==> src/rtl/uart_cmd_parser.sv <==
// UART command parser: takes "<P|I|D><digits><CR|LF>" lines and loads
// the kp/ki/kd gain registers; bad lines raise a one-cycle cmd_err.
//
// Ports:
//   clk, reset            clock, async active-high reset
//   rx_data, rx_valid     received byte and its one-cycle strobe
//   tx_busy               transmitter cannot accept a byte
//   tx_data, tx_start     response byte and its one-cycle start strobe
//   kp, ki, kd            gain registers (GAIN_W bits each)
//   cmd_valid, cmd_err    command applied / command rejected pulses
//
// Build option: define CMD_ACK_EN to send 'K' / 'E' responses.
// Without it, tx_start and tx_data are tied to zero.

module uart_cmd_parser #(
  parameter int GAIN_W     = 16,
  parameter int MAX_DIGITS = 5
) (
  input  logic              clk,
  input  logic              reset,
  input  logic [7:0]        rx_data,
  input  logic              rx_valid,
  input  logic              tx_busy,
  output logic [7:0]        tx_data,
  output logic              tx_start,
  output logic [GAIN_W-1:0] kp,
  output logic [GAIN_W-1:0] ki,
  output logic [GAIN_W-1:0] kd,
  output logic              cmd_valid,
  output logic              cmd_err
);

  localparam int ACC_W = GAIN_W + 4;
  localparam int CNT_W = $clog2(MAX_DIGITS + 1);

  localparam logic [ACC_W-1:0] ACC_MAX =
    {{4{1'b0}}, {GAIN_W{1'b1}}};
  localparam logic [CNT_W-1:0] CNT_MAX = CNT_W'(MAX_DIGITS);

  typedef enum logic [1:0] {
    IDLE,
    DIGITS,
    DISCARD
  } state_t;

  typedef enum logic [1:0] {
    SEL_P,
    SEL_I,
    SEL_D
  } sel_t;

  state_t            state_q, state_d;
  sel_t              sel_q, sel_d;
  logic [GAIN_W-1:0] acc_q, acc_d;
  logic              sat_q, sat_d;
  logic [CNT_W-1:0]  cnt_q, cnt_d;
  logic [GAIN_W-1:0] kp_q, kp_d;
  logic [GAIN_W-1:0] ki_q, ki_d;
  logic [GAIN_W-1:0] kd_q, kd_d;
  logic              cmd_valid_q, cmd_valid_d;
  logic              cmd_err_q, cmd_err_d;

  // Byte classification
  logic       is_term;
  logic       is_digit;
  logic       is_sel;
  logic [3:0] digit;
  sel_t       sel_of;

  always_comb begin
    is_term  = (rx_data == 8'h0D) || (rx_data == 8'h0A);
    is_digit = (rx_data >= 8'h30) && (rx_data <= 8'h39);
    is_sel   = (rx_data == 8'h50) || (rx_data == 8'h49)
            || (rx_data == 8'h44);
    digit    = rx_data[3:0];
    sel_of   = SEL_D;
    if (rx_data == 8'h50) begin
      sel_of = SEL_P;
    end else if (rx_data == 8'h49) begin
      sel_of = SEL_I;
    end
  end

  // acc*10 + digit in GAIN_W+4 bits; acc never exceeds
  // 2^GAIN_W-1, so the product cannot wrap in this width.
  logic [ACC_W-1:0]  acc_ext;
  logic [ACC_W-1:0]  acc_mul;
  logic              sat_hit;
  logic [GAIN_W-1:0] acc_next;

  always_comb begin
    acc_ext  = {4'b0000, acc_q};
    acc_mul  = (acc_ext << 3) + (acc_ext << 1)
             + {{(ACC_W-4){1'b0}}, digit};
    sat_hit  = sat_q || (acc_mul > ACC_MAX);
    acc_next = sat_hit ? ACC_MAX[GAIN_W-1:0]
                       : acc_mul[GAIN_W-1:0];
  end

  always_comb begin
    state_d     = state_q;
    sel_d       = sel_q;
    acc_d       = acc_q;
    sat_d       = sat_q;
    cnt_d       = cnt_q;
    kp_d        = kp_q;
    ki_d        = ki_q;
    kd_d        = kd_q;
    cmd_valid_d = 1'b0;
    cmd_err_d   = 1'b0;

    if (rx_valid) begin
      unique case (state_q)
        IDLE: begin
          unique case (1'b1)
            is_sel: begin
              sel_d   = sel_of;
              acc_d   = '0;
              sat_d   = 1'b0;
              cnt_d   = '0;
              state_d = DIGITS;
            end
            is_term: begin
              // Stray CR/LF (e.g. LF of CRLF)
              state_d = IDLE;
            end
            default: begin
              cmd_err_d = 1'b1;
              state_d   = DISCARD;
            end
          endcase
        end

        DIGITS: begin
          unique case (1'b1)
            is_digit: begin
              if (cnt_q == CNT_MAX) begin
                cmd_err_d = 1'b1;
                state_d   = DISCARD;
              end else begin
                acc_d = acc_next;
                sat_d = sat_hit;
                cnt_d = cnt_q + 1'b1;
              end
            end
            is_term: begin
              if (cnt_q == '0) begin
                cmd_err_d = 1'b1;
              end else begin
                cmd_valid_d = 1'b1;
                unique case (sel_q)
                  SEL_P:   kp_d = acc_q;
                  SEL_I:   ki_d = acc_q;
                  default: kd_d = acc_q;
                endcase
              end
              state_d = IDLE;
            end
            default: begin
              cmd_err_d = 1'b1;
              state_d   = DISCARD;
            end
          endcase
        end

        DISCARD: begin
          if (is_term) begin
            state_d = IDLE;
          end
        end

        default: begin
          state_d = IDLE;
        end
      endcase
    end
  end

  always_ff @(posedge clk or posedge reset) begin
    if (reset) begin
      state_q     <= IDLE;
      sel_q       <= SEL_P;
      acc_q       <= '0;
      sat_q       <= 1'b0;
      cnt_q       <= '0;
      kp_q        <= '0;
      ki_q        <= '0;
      kd_q        <= '0;
      cmd_valid_q <= 1'b0;
      cmd_err_q   <= 1'b0;
    end else begin
      state_q     <= state_d;
      sel_q       <= sel_d;
      acc_q       <= acc_d;
      sat_q       <= sat_d;
      cnt_q       <= cnt_d;
      kp_q        <= kp_d;
      ki_q        <= ki_d;
      kd_q        <= kd_d;
      cmd_valid_q <= cmd_valid_d;
      cmd_err_q   <= cmd_err_d;
    end
  end

  assign kp        = kp_q;
  assign ki        = ki_q;
  assign kd        = kd_q;
  assign cmd_valid = cmd_valid_q;
  assign cmd_err   = cmd_err_q;

`ifdef CMD_ACK_EN
  // One-entry response slot; the newest response wins.
  logic       ack_pend_q, ack_pend_d;
  logic [7:0] ack_byte_q, ack_byte_d;

  assign tx_start = ack_pend_q & ~tx_busy;
  assign tx_data  = ack_byte_q;

  always_comb begin
    ack_pend_d = ack_pend_q;
    ack_byte_d = ack_byte_q;
    if (cmd_valid_d) begin
      ack_pend_d = 1'b1;
      ack_byte_d = 8'h4B;
    end else if (cmd_err_d) begin
      ack_pend_d = 1'b1;
      ack_byte_d = 8'h45;
    end else if (tx_start) begin
      ack_pend_d = 1'b0;
    end
  end

  always_ff @(posedge clk or posedge reset) begin
    if (reset) begin
      ack_pend_q <= 1'b0;
      ack_byte_q <= 8'h00;
    end else begin
      ack_pend_q <= ack_pend_d;
      ack_byte_q <= ack_byte_d;
    end
  end
`else
  logic unused_tx_busy;

  assign unused_tx_busy = tx_busy;
  assign tx_start       = 1'b0;
  assign tx_data        = 8'h00;
`endif

endmodule

==> config.mk <==
export PLATFORM = sky130hd
export DESIGN_NAME = uart_cmd_parser
export DESIGN_NICKNAME = d
export VERILOG_FILES = /design/src/rtl/uart_cmd_parser.sv
export SDC_FILE = /design/constraint.sdc
export NUM_CORES = 1
export LEC_CHECK = 0
export ABC_CLOCK_PERIOD_IN_PS = 3600
export CAP_MARGIN = 20
export CORE_MARGIN = 4
export CORE_UTILIZATION = 32
export DETAILED_ROUTE_END_ITERATION = 10
export GPL_TIMING_DRIVEN = 1
export PLACE_DENSITY = 0.62
export SLEW_MARGIN = 20
export SYNTH_ARGS = -nofsm -noshare
export SYNTH_HDL_FRONTEND = slang
export SYNTH_SLANG_ARGS = --single-unit
==> constraint.sdc <==
create_clock -name clk -period 3.6 [get_ports clk]
set_clock_uncertainty 0.05 [all_clocks]
set_input_delay 1.08 -clock clk [delete_from_list [all_inputs] [get_ports clk]]
set_output_delay 1.08 -clock clk [all_outputs]
set_load 0.01 [all_outputs]
Word level (Yosys, flattened, before mapping)

Cells that the tools add are included.
W data, S select, Z words.

Bits in registers: 74
Bits of input ports: 12
Output and inout bits: 59

Equality and inequality tests: 14
Bitwise operators: 2
$lt $le $gt $ge: 3
Mux-type cells: 30
Add/sub/neg operators: 3
Reduce and logical (&&, ||, !) cells: 17

Operator list:

| operator               | count |
|---|---|
| $mux W16               | 4 |
| $pmux W16 S2           | 1 |
| $eq A8 B7 Y1 const B   | 3 |
| $add A19 B17 Y20       | 1 |
| $add A20 B4 Y20        | 1 |
| $gt A20 B16 Y1 const B | 1 |
| $reduce_and A5 Y1      | 4 |
| $eq A8 B4 Y1 const B   | 2 |
| $mux W1                | 11 |
| $mux W3                | 3 |
| $ge A8 B6 Y1 const B   | 1 |
| $le A8 B6 Y1 const B   | 1 |
| $mux W2                | 4 |
| $ne A2 B2 Y1 const B   | 4 |
| $pmux W2 S2            | 2 |
| $pmux W1 S2            | 3 |
| $pmux W2 S3            | 1 |
| $pmux W3 S2            | 1 |
| $reduce_and A3 Y1      | 2 |
| $eq A2 B1 Y1 const B   | 2 |
| $logic_not A2 Y1       | 2 |
| $logic_or A1 B1 Y1     | 4 |
| $reduce_or A2 Y1       | 2 |
| $add A3 B1 Y3 const B  | 1 |
| 7 further kinds        | 8 |

Longest topological paths before layout

Depth in word-level cells: 8
Gate-level depth with buffers: 11

Least setup slack after synthesis

OpenSTA, ideal clock, no wires.

Kind: input-to-reg
Start: input port rx_data[3]
End: register acc_q[0]
Stages on the path: 10
Arrival time: 3.654 ns
Library setup time: 0.129 ns
Path slack: -0.233 ns
Cells stage by stage: fa_1 -> fa_1 -> a211oi_1 -> o21ai_1 -> a21oi_1 -> o21ai_1 -> mux2i_1 -> a211oi_2 -> buf_2 -> a31oi_1

Word-level cells in the longest chain between the ends: 7
Elaborated cells between the ends (all ways): 18
Those cells by class: 1 x add/sub; 3 x order compare; 5 x eq/ne; 4 x mux; 5 x reduce/logical

RTL lines:

| item                 | RTL line | source |
|---|---|---|
| from (decl)          | 21       | `input logic [7:0] rx_data,` |
| $add A20 B4 Y20      | 94       | `+ {{(ACC_W-4){1'b0}}, digit};` |
| $gt A20 B16 Y1       | 95       | `sat_hit = sat_q \|\| (acc_mul > ACC_MAX);` |
| $logic_or A1 B1 Y1   | 95       |  |
| $mux W16             | 96       | `acc_next = sat_hit ? ACC_MAX[GAIN_W-1:0]` |
| $mux W16             | 137      | `if (cnt_q == CNT_MAX) begin` |
| $mux W16             | 135      | `unique case (1'b1)` |
| $pmux W16 S2         | 113      | `unique case (state_q)` |
| to (signal assigned) | 183      | `acc_q <= '0;` |
| to (signal assigned) | 194      | `acc_q <= acc_d;` |
| to (decl)            | 54       | `logic [GAIN_W-1:0] acc_q, acc_d;` |

Several ways; a longest one is shown, not always the timed one. The select of a mux whose other input is x is not followed.
A chain may end at the register's enable or synchronous reset.

Final worst setup path

Start: input port rx_data[2]
End: register acc_q[13]

The elaborated chain is that of the path after synthesis.

==> results.json <==
{
  "drive_gt1_share_pct": 23.7,
  "ir_drop_v": 0.000282,
  "outcome": "completed",
  "ctsHtreeMaxLevel": 3,
  "numClockSinks": 74,
  "synth_flop_cell": "dfrtp_1",
  "setup_tns_ns": 0,
  "postCtsHoldBufs": 0,
  "routed_wl_um": 9890,
  "die_w_um": 123,
  "final_max_slew_viol_count": 0,
  "die-area_um2": 15200,
  "numPortBuffers": 60,
  "timing.hold.ws_ns": 0.442,
  "num_rows": 41,
  "die_y_um": 123,
  "synth_edf_count": 0,
  "final_cell_mix": "dfrtp_1 (74), clkdlybuf4s50_1 (57), a21oi_1 (52)",
  "cp.arrival_ns": 3.66,
  "drt_iter0_markers": 259,
  "drc": 0,
  "hp-class": "flop to flop",
  "timing_hold_violations_final": 0,
  "start_util_pct": 33.2,
  "yosys_warnings": 0,
  "ys_seq_area_share_pct": 43.7,
  "grt_pass1_vias": 3235,
  "first_pass_iters": 4,
  "synthesis.area_um2": 4240,
  "synthArstFlopShare_pct": 100,
  "wire_per_inst_um": 15.3,
  "total_power_uw": 1850,
  "gp_congestion": 0.889,
  "path_class": "input port to flop",
  "yosys_register_bits": 74,
  "vias_per_cell": 4.97,
  "ant_nets": 0,
  "grt_pass1_wl_um": 16200,
  "final_common_cell": "dfrtp_1",
  "syn_to_final_growth_pct": 30.9,
  "clkTransAtPathRegs_ns": 0.06,
  "clockRootBuffer": "clkbuf_16",
  "synth_cell_types": 51,
  "min_period_ns": 3.51,
  "syn_inst": 390,
  "nets": 519,
  "cts_buffers": 9,
  "worst_setup_path_end_kind": "flop",
  "path_max_fanout": 8,
  "synth_area_per_cell_um2": 10.9,
  "worst_pin_slew_ns": 0.528,
  "rsz0062_at_grt": "false",
  "start_kind": "input port",
  "core_area_um2": 12800,
  "clock_path_buffers": 2,
  "num_vias": 3219,
  "crit_required_ns": 3.75,
  "max_clock_freq_mhz": 285,
  "n_antenna_cell": 0,
  "ios": 71,
  "setup_viol": 0,
  "slew_headroom_pct": 64.8,
  "p_per_area_nw_per_um2": 334,
  "antenna_found_initial": 0,
  "tritoncts": "built",
  "multi_input_area_um2": 2280,
  "clk_latency_ns": 0.34,
  "grt_max_degree": 53,
  "num-fill-cells": 1218,
  "hpwlAfterDp_um": 7300,
  "grt_usage_pct": 13.7,
  "max_cap_violations": 0,
  "seqCellArea_um2": 1850,
  "grt.overflow.total": 0,
  "period_share_pct": 97.6,
  "p_leak_uw": 0.00268
}
flip-flops by register name, summed over array words and instances, names as in the netlist:
register and flops:
kp 16, sat_q 1, acc_q 16, kd 16, cmd_err 1, cnt_q 3, cmd_valid 1, sel_q 2
state_q 2, ki 16
where the power goes:
| part | leakage [uW] | switching [uW] | internal, uW |
|---|---|---|---|
| sequential | 0.00102 | 7.18 | 840 |
| clock | 0.000144 | 350 | 576 |
| combinational | 0.00152 | 46.7 | 32.2 |
| total | 0.00268 | 404 | 1450 |
cell families (layout without fill, tap and decap cells):
group                    after synthesis  count (layout)  share of synthesized area, %
AO/OA/AOI/OAI                        114             114                          16.1
flip-flops                            74              74                          43.7
AND/OR/NAND/NOR                       68              68                          8.71
multiplexers                          49              49                          13.0
adder cells (fa/ha/maj)               36              36                          11.0
buffers and inverters                 35             113                          4.75
XOR/XNOR                              13              13                          2.69
other                                  1               9                        0.0885
metrics by stage:
stage          utilization, %  setup WS, ns  cell area (um^2)  instances
2_1_floorplan               -        0.0255              4290        398
3_3_place_gp             40.6        -0.637              5190        632
3_5_place_dp             40.6        -0.644              5190        632
4_1_cts                  43.2        0.0108              5520        648
5_1_grt                  43.5        0.0248              5550        648
6_report                 43.5        0.0874              5550        648
Yosys cell counts (5+ instances only):
cell type / n / area (um^2)
inv_1: 8 / 30.0
xor2_1: 7 / 61.3
buf_2: 5 / 25.0
a21oi_1: 53 / 265
nor2_1: 12 / 45.0
dfrtp_1: 74 / 1850
o21ai_0: 11 / 55.1
mux2_2: 47 / 529
xnor2_1: 6 / 52.6
a21o_1: 8 / 60.1
nand3_1: 10 / 50.1
nand2_1: 20 / 75.1
clkbuf_1: 9 / 33.8
a31oi_1: 18 / 113
ha_1: 34 / 425
buf_4: 10 / 75.1
worst max-delay path: stages:
cell	delay, ns
dlygate4sd2_1	0.26
ha_1	0.30
ha_2	0.21
fa_2	0.40
a211oi_2	0.29
o211ai_1	0.14
nand2_1	0.11
a21oi_1	0.09
nand2b_4	0.15
a211oi_4	0.31
buf_6	0.18
a41oi_1	0.13
what timing repair did:
action / CTS / global route
pin swaps: 5 / 8
endpoints found under the setup margin: 17 / 17
setup buffers: 0 / 0
gates resized for setup: 7 / 8
final timing paths:
kind | from | to | slack, ns | cells after the start
max | rx_data[2] | acc_q[13]$_DFFE_PP0P_ | 0.09 | 12
min | ki[15]$_DFFE_PP0P_ | ki[15]$_DFFE_PP0P_ | 0.44 | 2
max reg2reg | acc_q[0]$_DFFE_PP0P_ | acc_q[13]$_DFFE_PP0P_ | 0.55 | 10
min reg2reg | ki[15]$_DFFE_PP0P_ | ki[15]$_DFFE_PP0P_ | 0.44 | 2
max in group asynchronous | reset | kp[2]$_DFFE_PP0P_ | 1.78 | 3
min in group asynchronous | reset | kp[12]$_DFFE_PP0P_ | 1.06 | 2
area by class of cell:
class	count	area share, %
sequential	74	33.4
clock buffer	11	4.55
clock inverter	5	1.10
tap	172	3.88
timing repair buffer	89	15.5
multi-input combinational	289	41.1
inverter	8	0.541
layer usage:
layer  global-route usage (%)  vias to the layer above  wire length (um)
met2                     21.9                       77              4680
met4                     3.94                        0               112
met3                     3.61                        9               484
met1                     18.3                     1559              4610
li1                         -                     1574                 -
met5                        0                        -                 0
Power figures use the tool's default switching activity.
==> RTL change 1, RTL diff (same flow settings) <==
Register the output `ki` once more, with the module's reset; this adds one clock of latency there. The other outputs are not delayed to match. Comments in the files are not updated.
--- a/src/rtl/uart_cmd_parser.sv
+++ b/src/rtl/uart_cmd_parser.sv
@@ -205,3 +205,9 @@
   assign kp        = kp_q;
-  assign ki        = ki_q;
+  always_ff @(posedge clk or posedge reset) begin
+    if (reset) begin
+      ki <= '0;
+    end else begin
+      ki <= ki_q;
+    end
+  end
   assign kd        = kd_q;
Behaviour: not the same (a bounded check fails within 4 cycles, from zero or initial values and one cycle with reset high).
==> RTL change 1 against the original RTL <==
  * Power up 9.3%
  * Cell count up 4.9%
  * Critical path depth fell by 1
  * Sequential cell count grew 16
  * Hold slack got worse by 0.12 ns
  * Synthesized area increased by 12%
  * Setup slack improved by 0.086 ns
  * Wire length is 7.1% higher
  * Cell area increased by 12%
  * Clock power is 2.7% higher
==> RTL change 1: results (changes against the original RTL) <==
| Metric | Value |
|---|---|
| Status | complete, no violations (unchanged) |
| Worst Path Max Fanout | 5 (was 8) |
| Peak VDD IR | 0.000187 V (was 0.000282 V) |
| Total Routed Length | 10600 µm (was 9890 µm) |
| Top cells by area, synth | dfrtp_1 (47%), mux2_2 (9.2%), ha_1 (8.9%), a21oi_1 (5.3%), mux2_4 (2.8%) (was dfrtp_1 (44%), mux2_2 (12%), ha_1 (10%), a21oi_1 (6.3%), a31oi_1 (2.7%)) |
| Ys Warns | 0 (unchanged) |
| First-pass GRT wire length | 17900 µm (was 16200 µm) |
| Async set or reset register ratio after synthesis | 100% (unchanged) |
| Largest net degree at the start of global routing | 40 (was 53) |
| Insertion delay to the later sink of the worst-skew pair | 0.34 ns (about the same) |
| Setup WS pre-CTS | -0.751 ns (was -0.644 ns) |
| Sequential area share after synthesis | 47.3% (was 43.7%) |
| Flop2flop setup slack | 0.52 ns (was 0.55 ns) |
| Share of cells above drive strength 1 | 26.2% (was 23.7%) |
| DRT iter0 DRCs | 116 (was 259) |
| Hpwl dp | 7780 µm (was 7300 µm) |
| NumNets Final | 539 (was 519) |
| Netlist cell types | 65 (was 51) |
| Pleak | 2.95 nW (was 2.68 nW) |
| Max Root-Sink Buffers | 2 (unchanged) |
| Clk pin slew, worst setup/hold paths | 0.07 ns |
| Post-DR vias/cell | 5.06 (was 4.97) |
| GPL Wtd Cong | 0.866 (was 0.889) |
| Crit path launch | rx_data[3] (was rx_data[2]) |
| GR Util All Layers | 13.3% (was 13.7%) |
| PortBufs | 60 (unchanged) |
| Crit path to | acc_q[1] (was acc_q[13]) |
| WHS | 0.321 ns (was 0.442 ns) |
| TritonCTS Buffers | 9 (unchanged) |
| First-pass DRT Iterations | 4 (unchanged) |
| Slew headroom | 54.4% (was 64.8%) |
| Commonest cells post-synth | dfrtp_1 (90), a21oi_1 (50), mux2_2 (39), ha_1 (34), a211oi_1 (17) (was dfrtp_1 (74), a21oi_1 (53), mux2_2 (47), ha_1 (34), nand2_1 (20)) |
| Fill cell count | 1360 (was 1218) |
| H-tree depth | 3 (unchanged) |
| Vias in the first global route | 3671 (was 3235) |
| Fmax | 292 MHz (was 285 MHz) |
| Crit path arrival time | 3.61 ns (was 3.66 ns) |
| Diode count | 0 (unchanged) |
==> RTL change 1: cell count changes after synthesis, moves of 4 or more <==
cell / before / now
a31oi_1: 18 / 0
mux2_4: 0 / 9
dfrtp_1: 74 / 90
nor4_1: 0 / 4
o31ai_1: 4 / 0
nand2_1: 20 / 11
mux2_2: 47 / 39
a211oi_1: 3 / 17
nand3_1: 10 / 3
==> RTL change 1: final cells by class <==
cell class	count	area, µm²	area share [%]
multi-input combinational	288	2470	39.9
sequential	90	2250	36.4
timing repair buffer	93	906	14.6
tap	184	230	3.72
clock buffer	10	229	3.70
clock inverter	6	73.8	1.19
inverter	9	35.0	0.566
==> RTL change 1: cell families (layout without fill, tap and decap cells) <==
kind of cell,count (synthesis),in the layout,share of synthesized area (%)
multiplexers,52,52,12.9
AND/OR/NAND/NOR,72,72,9.15
buffers and inverters,32,118,4.00
adder cells (fa/ha/maj),36,36,9.78
XOR/XNOR,10,10,1.84
other,1,9,0.0788
AO/OA/AOI/OAI,109,109,14.9
flip-flops,90,90,47.3
==> RTL change 1: per-stage QoR <==
stage               utilization, %  std cells  instance area, µm²  setup TNS, ns
floorplan                        -        410                4800              0
CTS                           42.2        680                6140              0
global placement              39.6        662                5760         -11.15
global route                  42.6        680                6190              0
detailed placement            39.6        662                5760         -11.94
finish                        42.6        680                6190              0
==> RTL change 1: critical path, stage by stage <==
cell       delay (ns)
clkbuf_2         0.11
fa_1             0.53
fa_2             0.42
a211oi_4         0.28
o21ai_2          0.11
and3_4           0.18
o2111ai_4        0.24
nand3_4          0.18
buf_6            0.18
a211oi_1         0.20
a21oi_1          0.10
==> RTL change 1: what timing repair did <==
action,4_1_cts,5_1_grt
setup buffers,1,0
setup endpoints to repair,17,16
resized for setup,17,16
gates cloned,1,0
pin swaps,7,13
==> RTL change 1: where the power goes <==
group          leakage [nW]  internal, W  switching, W  total [W]
clock                 0.141     0.000546      0.000405   0.000951
combinational          1.56    0.0000213     0.0000393  0.0000606
sequential             1.24      0.00101   0.000000924    0.00101
==> RTL change 1: worst min path at each step <==
stage              from     end  cells past startpoint
2_1_floorplan   ki_q[0]   ki[0]                      0
3_3_place_gp    ki_q[5]   ki[5]                      0
3_5_place_dp   ki_q[11]  ki[11]                      0
4_1_cts        ki_q[12]  ki[12]                      0
5_1_grt         ki_q[7]   ki[7]                      0
6_report        ki_q[7]   ki[7]                      0
==> RTL change 1: routing by layer <==
metal / up-vias / part of all wire, % / GRT usage, %
met5: - / 0 / 0
met4: 0 / 1.9 / 4.77
met3: 21 / 4.3 / 3.27
met2: 61 / 50 / 22.4
met1: 1708 / 44 / 16.7
li1: 1651 / - / -
==> RTL change 2, RTL diff (same settings) <==
Without the edit above. `MAX_DIGITS`: 5 -> 4.
--- a/src/rtl/uart_cmd_parser.sv
+++ b/src/rtl/uart_cmd_parser.sv
@@ -16,3 +16,3 @@
   parameter int GAIN_W     = 16,
-  parameter int MAX_DIGITS = 5
+  parameter int MAX_DIGITS = 4
 ) (
Check against the original RTL: not equivalent (a bounded check fails within 10 cycles, from zero or initial values and one cycle with reset high).
==> RTL change 2 against the original RTL <==
  * Combinational power barely moved
  * Global-route usage fell by 0.20 points
  * Wire length fell by 2.0%
  * Hold slack improved by 0.0093 ns
  * Core utilization rose by 0.63 points
  * Cell area rose by 1.4%
  * Synthesized area fell by 0.24%
  * Count of clock-buffer cells in the layout did not move
  * Critical path depth rose by 1
  * Setup slack improved by 0.017 ns
  * Power fell by 4.3%
  * Sequential cell count did not move
  * Clock power fell by 8.6%
  * Critical path type unchanged
  * Largest cell class unchanged
  * Highest routed layer unchanged
==> RTL change 2: results (changes against the original RTL) <==
| Metric | Value |
|---|---|
| Placed cell areas | 5250 µm² (was 5190 µm²) |
| Hold path depth | 1 (was 2) |
| Worst Path Max Fanout | 7 (was 8) |
| Hold path startpoint | kd[4] (was ki[15]) |
| Post-DR vias/cell | 5.01 (was 4.97) |
| Total Routed Length | 9690 µm (was 9890 µm) |
| Commonest cells post-synth | dfrtp_1 (74), mux2_2 (38), ha_1 (33), nand2_1 (32) (was dfrtp_1 (74), a21oi_1 (53), mux2_2 (47), ha_1 (34), nand2_1 (20)) |
| DRT iter0 DRCs | 176 (was 259) |
| Hold endpoint | kd[4] (was ki[15]) |
| Share of cells above drive strength 1 | 25.8% (was 23.7%) |
| R2R Path End | acc_q[1] (was acc_q[13]) |
| Fin util | 44.1% (was 43.5%) |
| Netlist cell types | 63 (was 51) |
| Slew Limit Fails | 0 (unchanged) |
| Flop2flop setup slack | 0.45 ns (was 0.55 ns) |
| Sequential area share after synthesis | 43.8% (was 43.7%) |
| Status | complete, no violations (unchanged) |
| Fill cell count | 1165 (was 1218) |
| Pleak | 2.69 nW (was 2.68 nW) |
| Top cells by area, synth | dfrtp_1 (44%), mux2_2 (10%), ha_1 (9.8%), mux2_4 (3.6%), nand2_1 (2.8%) (was dfrtp_1 (44%), mux2_2 (12%), ha_1 (10%), a21oi_1 (6.3%), a31oi_1 (2.7%)) |
| Vias in the first global route | 3204 (was 3235) |
| Largest net degree at the start of global routing | 75 (was 53) |
| Reg2Reg Depth | 11 (was 10) |
| GPL Wtd Cong | 0.895 (was 0.889) |
| Worst reg2reg path startpoint | acc_q[2] (was acc_q[0]) |
| Peak VDD IR | 0.000192 V (was 0.000282 V) |
| GR Util All Layers | 13.5% (was 13.7%) |
-- RTL change 2: worst max path at each step --
stage,start,endpoint,slack (ns)
floorplan,rx_data[3],acc_q[10],0.01
global placement,rx_data[3],acc_q[0],-0.61
detailed placement,rx_data[3],acc_q[5],-0.63
CTS,rx_data[3],acc_q[7],0.008
global route,rx_data[2],acc_q[1],0.01
finish,rx_data[1],acc_q[1],0.10
-- RTL change 2: critical path, stage by stage --
cell and delay, ns:
dlygate4sd2_1 0.26, ha_1 0.23, ha_4 0.18, fa_2 0.38, a21o_1 0.21, a221oi_4 0.30, o22ai_2 0.13, o2111ai_1 0.20
o211ai_1 0.17, o21ai_2 0.23, buf_6 0.13, buf_12 0.10, nand2_1 0.05
-- RTL change 2: layer usage --
metal | wire length [µm] | GRT usage, %
met5 | 0 | 0
met4 | 123 | 3.64
met3 | 555 | 3.57
met2 | 4690 | 22.5
met1 | 4320 | 17.2
-- RTL change 2: stage by stage --
step	std cells	hold slack [ns]	setup WS (ns)
final	648	0.451	0.105
after global routing	648	0.468	0.0133
after CTS	647	0.457	0.00807
after detailed placement	630	0.443	-0.630
after global placement	630	0.436	-0.614
after floorplan	385	0.434	0.0116
-- RTL change 2: layout make-up --
type	count	share of cell area [%]
tap	172	3.82
sequential	74	32.9
timing repair buffer	97	16.7
multi-input combinational	279	40.7
clock inverter	5	0.689
clock buffer	11	4.49
inverter	10	0.667
-- RTL change 2: power by group --
group	switching, W	internal, W	leakage, nW
Sequential	0.00000807	0.000839	1.02
Combinational	0.0000455	0.0000332	1.53
Clock	0.000342	0.000505	0.130
-- RTL change 2: timing repair --
action	in CTS	in global routing
gates resized for setup	10	5
setup endpoints to repair	17	16
buffers inserted	2	1
pin swaps	11	8
-- RTL change 2: kinds of logic after synthesis --
kind of cell | after synthesis | synth area share (%)
other | 1 | 0.0887
muxes | 49 | 13.9
and+or+nand+nor | 90 | 11.1
DFF | 74 | 43.8
xor gates and xnor gates | 11 | 2.28
buffers and inverters | 32 | 4.26
adders and majority gates | 35 | 10.7
AOI/OAI and AO/OA | 85 | 13.8
